$ cat src/rtl/alu_issue_queue_pkg.sv
// Shared defaults and sizing helpers for the ALU issue queue slice.
package alu_issue_queue_pkg;

    localparam int IQ_DEPTH_DEFAULT     = 8;
    localparam int IQ_PREG_W_DEFAULT    = 6;
    localparam int IQ_PAYLOAD_W_DEFAULT = 64;
    localparam int IQ_WB_PORTS_DEFAULT  = 2;

    // Occupancy counter must represent 0..depth inclusive.
    function automatic int count_width(input int depth);
        return $clog2(depth + 1);
    endfunction

endpackage

$ cat src/rtl/alu_issue_queue_if.sv
// Dispatch, wakeup and issue signals of the ALU issue queue; master drives dispatch/wakeup.
interface alu_issue_queue_if
    import alu_issue_queue_pkg::*;
#(
    parameter int PREG_W    = IQ_PREG_W_DEFAULT,
    parameter int PAYLOAD_W = IQ_PAYLOAD_W_DEFAULT,
    parameter int WB_PORTS  = IQ_WB_PORTS_DEFAULT
) ();

    logic                             flush_i;
    logic                             dispatch_valid_i;
    logic                             dispatch_ready_o;
    logic [PREG_W-1:0]                dispatch_psrc0_i;
    logic [PREG_W-1:0]                dispatch_psrc1_i;
    logic                             dispatch_rdy0_i;
    logic                             dispatch_rdy1_i;
    logic [PREG_W-1:0]                dispatch_pdest_i;
    logic [PAYLOAD_W-1:0]             dispatch_payload_i;
    logic [WB_PORTS-1:0]              wb_valid_i;
    logic [WB_PORTS-1:0][PREG_W-1:0]  wb_preg_i;
    logic                             issue_valid_o;
    logic                             issue_ready_i;
    logic [PREG_W-1:0]                issue_psrc0_o;
    logic [PREG_W-1:0]                issue_psrc1_o;
    logic [PREG_W-1:0]                issue_pdest_o;
    logic [PAYLOAD_W-1:0]             issue_payload_o;

    modport master (
        output flush_i, dispatch_valid_i, dispatch_psrc0_i, dispatch_psrc1_i,
               dispatch_rdy0_i, dispatch_rdy1_i, dispatch_pdest_i, dispatch_payload_i,
               wb_valid_i, wb_preg_i, issue_ready_i,
        input  dispatch_ready_o, issue_valid_o, issue_psrc0_o, issue_psrc1_o,
               issue_pdest_o, issue_payload_o
    );

    modport slave (
        input  flush_i, dispatch_valid_i, dispatch_psrc0_i, dispatch_psrc1_i,
               dispatch_rdy0_i, dispatch_rdy1_i, dispatch_pdest_i, dispatch_payload_i,
               wb_valid_i, wb_preg_i, issue_ready_i,
        output dispatch_ready_o, issue_valid_o, issue_psrc0_o, issue_psrc1_o,
               issue_pdest_o, issue_payload_o
    );

endinterface

$ cat src/rtl/alu_iq_select.sv
// Oldest-first picker: lowest-index set bit of the eligible vector as a one-hot grant.
module alu_iq_select #(
    parameter int DEPTH = 8
) (
    input  logic [DEPTH-1:0] eligible,
    output logic [DEPTH-1:0] grant,
    output logic             found
);

    always_comb begin
        logic lower_seen;
        lower_seen = 1'b0;
        grant      = '0;
        for (int i = 0; i < DEPTH; i++) begin
            grant[i]   = eligible[i] & ~lower_seen;
            lower_seen = lower_seen | eligible[i];
        end
    end

    assign found = |eligible;

endmodule

$ cat src/rtl/alu_issue_queue.sv
// Collapsing out-of-order issue queue for the ALU pipe with wakeup and registered issue port.
// Optional same-cycle bypass of an empty queue: define ALU_IQ_BYPASS_EN.
module alu_issue_queue
    import alu_issue_queue_pkg::*;
#(
    parameter int DEPTH     = IQ_DEPTH_DEFAULT,
    parameter int PREG_W    = IQ_PREG_W_DEFAULT,
    parameter int PAYLOAD_W = IQ_PAYLOAD_W_DEFAULT,
    parameter int WB_PORTS  = IQ_WB_PORTS_DEFAULT
) (
    input logic              clk,
    input logic              a_rst,
    alu_issue_queue_if.slave iq
);

    localparam int CNT_W = count_width(DEPTH);

    typedef struct packed {
        logic                 valid;
        logic                 rdy0;
        logic                 rdy1;
        logic [PREG_W-1:0]    psrc0;
        logic [PREG_W-1:0]    psrc1;
        logic [PREG_W-1:0]    pdest;
        logic [PAYLOAD_W-1:0] payload;
    } entry_t;

    typedef struct packed {
        logic                 valid;
        logic [PREG_W-1:0]    psrc0;
        logic [PREG_W-1:0]    psrc1;
        logic [PREG_W-1:0]    pdest;
        logic [PAYLOAD_W-1:0] payload;
    } issue_t;

    entry_t           entry_reg   [DEPTH];
    entry_t           entry_woken [DEPTH];
    entry_t           entry_next  [DEPTH];
    logic [CNT_W-1:0] count_reg, count_next;
    issue_t           issue_reg, issue_next;

    logic [DEPTH-1:0] eligible, grant;
    logic             found, issue_free, transfer, dispatch_fire, bypass, write_en;
    logic             disp_hit0, disp_hit1;
    entry_t           disp_entry, sel_entry;
    logic [CNT_W-1:0] wr_pos;

    // Registered ready bits pick up this cycle's broadcasts for the next state only;
    // eligibility below deliberately uses the registered copy.
    generate
        for (genvar gi = 0; gi < DEPTH; gi++) begin : g_entry
            logic hit0, hit1;
            always_comb begin
                hit0 = 1'b0;
                hit1 = 1'b0;
                for (int p = 0; p < WB_PORTS; p++) begin
                    if (iq.wb_valid_i[p] && iq.wb_preg_i[p] == entry_reg[gi].psrc0) hit0 = 1'b1;
                    if (iq.wb_valid_i[p] && iq.wb_preg_i[p] == entry_reg[gi].psrc1) hit1 = 1'b1;
                end
            end
            assign entry_woken[gi] = '{valid:   entry_reg[gi].valid,
                                       rdy0:    entry_reg[gi].rdy0 | hit0,
                                       rdy1:    entry_reg[gi].rdy1 | hit1,
                                       psrc0:   entry_reg[gi].psrc0,
                                       psrc1:   entry_reg[gi].psrc1,
                                       pdest:   entry_reg[gi].pdest,
                                       payload: entry_reg[gi].payload};
            assign eligible[gi] = entry_reg[gi].valid & entry_reg[gi].rdy0 & entry_reg[gi].rdy1;
        end
    endgenerate

    always_comb begin
        disp_hit0 = 1'b0;
        disp_hit1 = 1'b0;
        for (int p = 0; p < WB_PORTS; p++) begin
            if (iq.wb_valid_i[p] && iq.wb_preg_i[p] == iq.dispatch_psrc0_i) disp_hit0 = 1'b1;
            if (iq.wb_valid_i[p] && iq.wb_preg_i[p] == iq.dispatch_psrc1_i) disp_hit1 = 1'b1;
        end
    end

    assign disp_entry = '{valid:   1'b1,
                          rdy0:    iq.dispatch_rdy0_i | disp_hit0,
                          rdy1:    iq.dispatch_rdy1_i | disp_hit1,
                          psrc0:   iq.dispatch_psrc0_i,
                          psrc1:   iq.dispatch_psrc1_i,
                          pdest:   iq.dispatch_pdest_i,
                          payload: iq.dispatch_payload_i};

    alu_iq_select #(.DEPTH(DEPTH)) u_select (
        .eligible (eligible),
        .grant    (grant),
        .found    (found)
    );

    always_comb begin
        sel_entry = '0;
        for (int i = 0; i < DEPTH; i++) begin
            if (grant[i]) sel_entry = entry_reg[i];
        end
    end

    assign iq.dispatch_ready_o = (count_reg != CNT_W'(DEPTH));
    assign issue_free          = !issue_reg.valid || iq.issue_ready_i;
    assign transfer            = issue_free && found && !iq.flush_i;
    assign dispatch_fire       = iq.dispatch_valid_i && iq.dispatch_ready_o && !iq.flush_i;

`ifdef ALU_IQ_BYPASS_EN
    assign bypass = dispatch_fire && (count_reg == '0) && disp_entry.rdy0 && disp_entry.rdy1 && issue_free;
`else
    assign bypass = 1'b0;
`endif

    assign write_en   = dispatch_fire && !bypass;
    assign wr_pos     = count_reg - CNT_W'(transfer);
    assign count_next = iq.flush_i ? '0 : count_reg + CNT_W'(write_en) - CNT_W'(transfer);

    // Collapse everything at or above the granted slot, then append the new op at the tail.
    always_comb begin
        logic passed;
        passed = 1'b0;
        for (int i = 0; i < DEPTH; i++) entry_next[i] = entry_woken[i];
        for (int i = 0; i < DEPTH - 1; i++) begin
            passed = passed | grant[i];
            if (transfer && passed) entry_next[i] = entry_woken[i+1];
        end
        if (transfer) entry_next[DEPTH-1] = '0;
        for (int i = 0; i < DEPTH; i++) begin
            if (write_en && wr_pos == CNT_W'(i)) entry_next[i] = disp_entry;
        end
        if (iq.flush_i) begin
            for (int i = 0; i < DEPTH; i++) entry_next[i] = '0;
        end
    end

    always_comb begin
        issue_next = issue_reg;
        if (iq.flush_i) begin
            issue_next = '0;
        end else if (transfer) begin
            issue_next = '{1'b1, sel_entry.psrc0, sel_entry.psrc1, sel_entry.pdest, sel_entry.payload};
        end else if (bypass) begin
            issue_next = '{1'b1, disp_entry.psrc0, disp_entry.psrc1, disp_entry.pdest, disp_entry.payload};
        end else if (iq.issue_ready_i) begin
            issue_next = '0;
        end
    end

    always_ff @(posedge clk or posedge a_rst) begin
        if (a_rst) begin
            count_reg <= '0;
            issue_reg <= '0;
            for (int i = 0; i < DEPTH; i++) entry_reg[i] <= '0;
        end else begin
            count_reg <= count_next;
            issue_reg <= issue_next;
            for (int i = 0; i < DEPTH; i++) entry_reg[i] <= entry_next[i];
        end
    end

    assign iq.issue_valid_o   = issue_reg.valid;
    assign iq.issue_psrc0_o   = issue_reg.psrc0;
    assign iq.issue_psrc1_o   = issue_reg.psrc1;
    assign iq.issue_pdest_o   = issue_reg.pdest;
    assign iq.issue_payload_o = issue_reg.payload;

endmodule

$ cat src/flat_wrapper.sv
// flat-port wrapper written by rule: the top's interface ports become plain ports
module alu_issue_queue_flat import alu_issue_queue_pkg::*;
#(
    parameter int DEPTH     = IQ_DEPTH_DEFAULT,
    parameter int PREG_W    = IQ_PREG_W_DEFAULT,
    parameter int PAYLOAD_W = IQ_PAYLOAD_W_DEFAULT,
    parameter int WB_PORTS  = IQ_WB_PORTS_DEFAULT
)
  (clk, a_rst, iq_flush_i, iq_dispatch_valid_i, iq_dispatch_psrc0_i, iq_dispatch_psrc1_i, iq_dispatch_rdy0_i, iq_dispatch_rdy1_i, iq_dispatch_pdest_i, iq_dispatch_payload_i, iq_wb_valid_i, iq_wb_preg_i, iq_issue_ready_i, iq_dispatch_ready_o, iq_issue_valid_o, iq_issue_psrc0_o, iq_issue_psrc1_o, iq_issue_pdest_o, iq_issue_payload_o);
  alu_issue_queue_if #(.PREG_W(PREG_W), .PAYLOAD_W(PAYLOAD_W), .WB_PORTS(WB_PORTS)) iq_i ();
  input logic clk;
  input logic a_rst;
  input wire logic [$bits(iq_i.flush_i)-1:0] iq_flush_i;
  input wire logic [$bits(iq_i.dispatch_valid_i)-1:0] iq_dispatch_valid_i;
  input wire logic [$bits(iq_i.dispatch_psrc0_i)-1:0] iq_dispatch_psrc0_i;
  input wire logic [$bits(iq_i.dispatch_psrc1_i)-1:0] iq_dispatch_psrc1_i;
  input wire logic [$bits(iq_i.dispatch_rdy0_i)-1:0] iq_dispatch_rdy0_i;
  input wire logic [$bits(iq_i.dispatch_rdy1_i)-1:0] iq_dispatch_rdy1_i;
  input wire logic [$bits(iq_i.dispatch_pdest_i)-1:0] iq_dispatch_pdest_i;
  input wire logic [$bits(iq_i.dispatch_payload_i)-1:0] iq_dispatch_payload_i;
  input wire logic [$bits(iq_i.wb_valid_i)-1:0] iq_wb_valid_i;
  input wire logic [$bits(iq_i.wb_preg_i)-1:0] iq_wb_preg_i;
  input wire logic [$bits(iq_i.issue_ready_i)-1:0] iq_issue_ready_i;
  output wire logic [$bits(iq_i.dispatch_ready_o)-1:0] iq_dispatch_ready_o;
  output wire logic [$bits(iq_i.issue_valid_o)-1:0] iq_issue_valid_o;
  output wire logic [$bits(iq_i.issue_psrc0_o)-1:0] iq_issue_psrc0_o;
  output wire logic [$bits(iq_i.issue_psrc1_o)-1:0] iq_issue_psrc1_o;
  output wire logic [$bits(iq_i.issue_pdest_o)-1:0] iq_issue_pdest_o;
  output wire logic [$bits(iq_i.issue_payload_o)-1:0] iq_issue_payload_o;
  assign iq_i.flush_i = iq_flush_i;
  assign iq_i.dispatch_valid_i = iq_dispatch_valid_i;
  assign iq_i.dispatch_psrc0_i = iq_dispatch_psrc0_i;
  assign iq_i.dispatch_psrc1_i = iq_dispatch_psrc1_i;
  assign iq_i.dispatch_rdy0_i = iq_dispatch_rdy0_i;
  assign iq_i.dispatch_rdy1_i = iq_dispatch_rdy1_i;
  assign iq_i.dispatch_pdest_i = iq_dispatch_pdest_i;
  assign iq_i.dispatch_payload_i = iq_dispatch_payload_i;
  assign iq_i.wb_valid_i = iq_wb_valid_i;
  assign iq_i.wb_preg_i = iq_wb_preg_i;
  assign iq_i.issue_ready_i = iq_issue_ready_i;
  assign iq_dispatch_ready_o = iq_i.dispatch_ready_o;
  assign iq_issue_valid_o = iq_i.issue_valid_o;
  assign iq_issue_psrc0_o = iq_i.issue_psrc0_o;
  assign iq_issue_psrc1_o = iq_i.issue_psrc1_o;
  assign iq_issue_pdest_o = iq_i.issue_pdest_o;
  assign iq_issue_payload_o = iq_i.issue_payload_o;
  alu_issue_queue #(.DEPTH(DEPTH), .PREG_W(PREG_W), .PAYLOAD_W(PAYLOAD_W), .WB_PORTS(WB_PORTS)) u_core (.clk(clk), .a_rst(a_rst), .iq(iq_i));
endmodule
$ cat config.mk
export PLATFORM = sky130hd
export DESIGN_NAME = alu_issue_queue_flat
export DESIGN_NICKNAME = d
export VERILOG_FILES = /design/src/rtl/alu_issue_queue_pkg.sv /design/src/rtl/alu_issue_queue_if.sv /design/src/rtl/alu_iq_select.sv /design/src/rtl/alu_issue_queue.sv /design/src/flat_wrapper.sv
export SDC_FILE = /design/constraint.sdc
export NUM_CORES = 2
export LEC_CHECK = 0
export CAP_MARGIN = 20
export CORE_MARGIN = 3
export CORE_UTILIZATION = 30
export DETAILED_ROUTE_END_ITERATION = 10
export PLACE_DENSITY = 0.5
export RECOVER_POWER = 50
export SLEW_MARGIN = 10
export SYNTH_ARGS = -nofsm -noshare
export SYNTH_HDL_FRONTEND = slang
export SYNTH_SLANG_ARGS = --single-unit
$ cat constraint.sdc
create_clock -name clk -period 33.1 [get_ports clk]
set_input_delay 4.965 -clock clk [delete_from_list [all_inputs] [get_ports clk]]
set_output_delay 4.965 -clock clk [all_outputs]
set_load 0.02 [all_outputs]
==> run_summary.xml <==
<?xml version="1.0" encoding="UTF-8"?>
<metrics>
  <group name="run_status">
    <metric name="outcome" unit="">finished with violations</metric>
    <metric name="failed_checks" unit="">max-capacitance violations, max-slew violations</metric>
  </group>
  <group name="finish">
    <metric name="layout.cell_area.non_filler" unit="mm2">0.0505</metric>
    <metric name="layout.nets" unit="">4972</metric>
    <metric name="post_route_core_utilization" unit="%">34.4</metric>
    <metric name="flow.area_growth_from_synthesis" unit="%">13.4</metric>
    <metric name="drive_above_1_share" unit="%">5.72</metric>
    <metric name="post_route_insts_no_fill" unit="">6856</metric>
    <metric name="largest_register_ffs" unit="">680</metric>
  </group>
  <group name="power_and_ir_drop">
    <metric name="leakage" unit="nW">19.9</metric>
    <metric name="internal_power" unit="mW">1.70</metric>
    <metric name="power_per_cell_area" unit="mW/mm2">46.5</metric>
    <metric name="worst_ir_drop_vdd" unit="V">0.0000447</metric>
    <metric name="share_seq_of_total_power" unit="%">43.0</metric>
    <metric name="power.combinational.fraction" unit="%">9.8</metric>
    <metric name="p_sw" unit="mW">0.646</metric>
    <metric name="share_clk_of_total_power" unit="%">47.2</metric>
    <metric name="power.switching_fraction" unit="%">27.6</metric>
    <metric name="power.total" unit="mW">2.35</metric>
  </group>
  <group name="routing">
    <metric name="wl" unit="um">190000</metric>
    <metric name="drtAntennaViolNets" unit="">0</metric>
    <metric name="route.met3.wl" unit="um">15400</metric>
    <metric name="post_drt_wl_per_cell" unit="um">27.8</metric>
    <metric name="detail_route.drc_violations" unit="">0</metric>
    <metric name="detail_route.wirelength.met1" unit="um">83100</metric>
    <metric name="dr.max_layer_used" unit="">met5</metric>
    <metric name="met2WireLength" unit="um">85600</metric>
    <metric name="drt_iter0_drc" unit="">4720</metric>
    <metric name="drt-pass1-iter-count" unit="">6</metric>
    <metric name="dr_total_vias" unit="">41900</metric>
    <metric name="route.detailed.vias_per_inst" unit="">6.11</metric>
  </group>
  <group name="synth">
    <metric name="synthDominantCellAreaShare" unit="%">43.1</metric>
    <metric name="synth_nets" unit="">5236</metric>
    <metric name="synthTopCellsByArea" unit="">dfrtp_1, a311oi_1, nor2_1, nand2_1, o21ai_0</metric>
    <metric name="ys_warn_count" unit="">0</metric>
    <metric name="postSynth.asyncResetShare" unit="%">100</metric>
    <metric name="synth_enable_flop_cells" unit="">0</metric>
    <metric name="top_ff_cell_synth" unit="">dfrtp_1</metric>
    <metric name="mapped_cells" unit="">5125</metric>
    <metric name="synth_top_area_cell" unit="">dfrtp_1</metric>
    <metric name="yosys.cell_types.count" unit="">63</metric>
    <metric name="avgSynthCellArea" unit="um2">8.69</metric>
    <metric name="seq_area_frac_synth" unit="%">43.1</metric>
    <metric name="synth.ff_latch_count" unit="">767</metric>
    <metric name="mappedNetlistArea" unit="mm2">0.0445</metric>
  </group>
  <group name="timing">
    <metric name="timing.final.ws_setup" unit="ps">14610</metric>
    <metric name="grt_setup_unrepaired" unit="">no</metric>
    <metric name="timing.final.crit_share" unit="%">55.9</metric>
    <metric name="slew_headroom" unit="%">-588</metric>
    <metric name="setup-tns-final" unit="ps">0</metric>
    <metric name="timing_worst_slew_pin_value" unit="ps">10320</metric>
    <metric name="final_period_minus_worst_setup_slack" unit="ps">18490</metric>
    <metric name="worst_hold_slack" unit="ps">502</metric>
    <metric name="timing.fmax" unit="MHz">54.1</metric>
    <metric name="slew_viol_final" unit="">1241</metric>
    <metric name="setup-violations-final" unit="">0</metric>
    <metric name="final_hold_viol_count" unit="">0</metric>
    <metric name="clock_skew" unit="ps">35.0</metric>
  </group>
  <group name="clock_network">
    <metric name="ctsHtreeMaxLevel" unit="">3</metric>
    <metric name="cts_repair_resize_count" unit="">0</metric>
    <metric name="cts_buffers" unit="">92</metric>
    <metric name="cts-root-to-sink-buffers" unit="">3</metric>
    <metric name="cts.hold.buffers_added" unit="">0</metric>
    <metric name="worst_skew_pair.late_latency" unit="ps">730</metric>
    <metric name="cts-root-buf" unit="">clkbuf_16</metric>
    <metric name="clkSinkCount" unit="">767</metric>
    <metric name="tritoncts" unit="">built</metric>
    <metric name="post-cts-setup-buffer-count" unit="">0</metric>
    <metric name="path_clk_slew" unit="ps">60</metric>
  </group>
  <group name="die">
    <metric name="die_width" unit="um">391</metric>
    <metric name="dieArea" unit="mm2">0.153</metric>
    <metric name="num_io_pins" unit="">187</metric>
    <metric name="std_cell_rows" unit="">140</metric>
    <metric name="start_util" unit="%">30.4</metric>
    <metric name="core_area" unit="mm2">0.147</metric>
    <metric name="die_h" unit="um">391</metric>
  </group>
  <group name="setup_path">
    <metric name="critPathMaxFanout" unit="">152</metric>
    <metric name="worstRegToRegCells" unit="">8</metric>
    <metric name="critPathLaunchType" unit="">primary input</metric>
    <metric name="crit_required" unit="ps">31800</metric>
    <metric name="worstSetupPathType" unit="">primary input to async pin</metric>
    <metric name="setup.worst_path.end_class" unit="">async pin</metric>
    <metric name="reg2reg_to" unit="">u_core.entry_reg[104]</metric>
    <metric name="cp.arrival" unit="ps">17190</metric>
    <metric name="ff2ff_setup_slack" unit="ps">24320</metric>
    <metric name="worst_r2r_startpoint" unit="">u_core.iq.issue_valid_o</metric>
  </group>
  <group name="min_path">
    <metric name="holdCritStartpoint" unit="">u_core.iq.issue_psrc1_o[0]</metric>
    <metric name="hold-path-endpoint" unit="">u_core.iq.issue_psrc1_o[0]</metric>
    <metric name="min_path_type" unit="">flip-flop to flip-flop</metric>
    <metric name="timing.hold.worst_path_depth" unit="">1</metric>
  </group>
  <group name="placed_design">
    <metric name="port-buffer-count" unit="">186</metric>
    <metric name="dpl.hpwl" unit="um">105000</metric>
    <metric name="place.detailed.instances" unit="">6684</metric>
    <metric name="place_worst_setup_slack" unit="ps">22730</metric>
    <metric name="placed_cell_area" unit="mm2">0.0473</metric>
    <metric name="place.gp.congestion" unit="">0.838</metric>
  </group>
  <group name="grt">
    <metric name="grt_use_total" unit="%">24.3</metric>
    <metric name="grt_pass1_vias" unit="">40800</metric>
    <metric name="grt_start_max_net_pins" unit="">192</metric>
    <metric name="global_route.overflow_total" unit="">0</metric>
    <metric name="grt_first_pass_wirelength" unit="um">284000</metric>
    <metric name="antenna_violations_before_repair" unit="">21</metric>
  </group>
  <group name="run">
    <metric name="maxCapViolCount" unit="">15</metric>
  </group>
</metrics>
## power groups by stage
| stage | Sequential [mW] | Combinational, mW | Clock, mW |
|---|---|---|---|
| final | 1.01 | 0.229 | 1.11 |
| after global routing | 1.01 | 0.251 | 1.16 |
| after CTS | 1.01 | 0.230 | 1.13 |
| after detailed placement | 1.02 | 0.229 | 0 |
| after global placement | 1.02 | 0.226 | 0 |
| after floorplan | 1.01 | 0.153 | 0 |
## final cells by class
class	count	area, um2
fillers	14900	96100
multi-input cells	3704	22900
flip-flops and latches	767	19200
clock buffers	134	2690
repair buffers	285	2650
well taps	1917	2400
clock inverters	33	566
inverters	11	43.8
diodes	5	12.5
## synth_stat cells, types with 7 or more instances
library cell / instances
nor4_1: 103
a311oi_1: 398
o211ai_1: 79
a211oi_1: 97
a221o_1: 64
dfrtp_1: 767
nand2_1: 620
o21ai_0: 411
nand4_1: 35
nor2_1: 789
nand3_1: 17
inv_1: 11
buf_1: 99
buf_6: 9
a221oi_1: 34
o22ai_1: 8
nor3_1: 16
and3_1: 11
xor2_1: 113
xnor2_1: 108
a21oi_1: 237
ha_1: 7
mux2i_1: 181
a22o_1: 100
a2bb2oi_1: 22
o32a_1: 55
o21a_1: 58
buf_4: 13
o31ai_1: 18
clkbuf_1: 413
buf_2: 109
a32o_1: 65
## metal layers
layer / global-route usage, % / vias to the layer above
li1: - / 18200
met1: 33.5 / 21300
met2: 37.9 / 1972
met3: 4.79 / 389
met4: 8.47 / 14
met5: 0 / -
## critical path: stages
cell,delay [ps]
dlygate4sd3_1,550
clkinvlp_2,2960
clkbuf_1,2400
clkbuf_1,6020
## worst max-delay path by stage
| stage | from | to | slack (ps) | depth (start not counted) |
|---|---|---|---|---|
| 3_5_place_dp | iq_issue_ready_i | u_core.entry_reg[397] | 22730 | 11 |
| 6_report | a_rst | u_core.entry_reg[126] | 14610 | 4 |
| 4_1_cts | iq_issue_ready_i | u_core.entry_reg[381] | 23470 | 11 |
| 3_3_place_gp | iq_issue_ready_i | u_core.entry_reg[457] | 22900 | 12 |
| 2_1_floorplan | a_rst | u_core.count_reg[0] | 6610 | 1 |
| 5_1_grt | a_rst | u_core.entry_reg[126] | 12220 | 4 |
## cell families (layout without fill, tap and decap cells)
kind of cell | Yosys count | after routing | share of synthesized area (%)
simple gates | 1616 | 1616 | 14.8
buf+inv | 654 | 463 | 6.08
flops | 767 | 767 | 43.1
other cells | 0 | 5 | 0
mux | 186 | 186 | 4.19
compound gates | 1673 | 1673 | 27.2
xor+xnor | 221 | 221 | 4.35
fa+ha+maj | 8 | 8 | 0.242
## placed cells by master (no fill, tap or decap), types with 11 or more instances in the layout
cell / synthesis / final
bufinv_16: 0 / 11
a311oi_1: 398 / 398
o211ai_1: 79 / 79
clkbuf_8: 0 / 23
nor4_1: 103 / 103
nor2_1: 789 / 784
a211oi_1: 97 / 97
buf_4: 13 / 80
clkinv_2: 0 / 14
nand4_1: 35 / 35
xor2_1: 113 / 113
o21a_1: 58 / 58
o32a_1: 55 / 55
nand3_4: 0 / 12
a221o_1: 64 / 64
a221oi_1: 34 / 34
a32o_1: 65 / 65
nand2_1: 620 / 619
o31ai_1: 18 / 18
a2bb2oi_1: 22 / 22
clkbuf_16: 0 / 92
dfrtp_1: 767 / 767
dlygate4sd3_1: 0 / 85
clkbuf_1: 413 / 32
clkdlybuf4s50_1: 0 / 100
nor3_1: 16 / 16
a22o_1: 100 / 100
a21oi_1: 237 / 235
o21ai_0: 411 / 411
mux2i_1: 181 / 181
xnor2_1: 108 / 108
(Power assumes the default switching activity.)
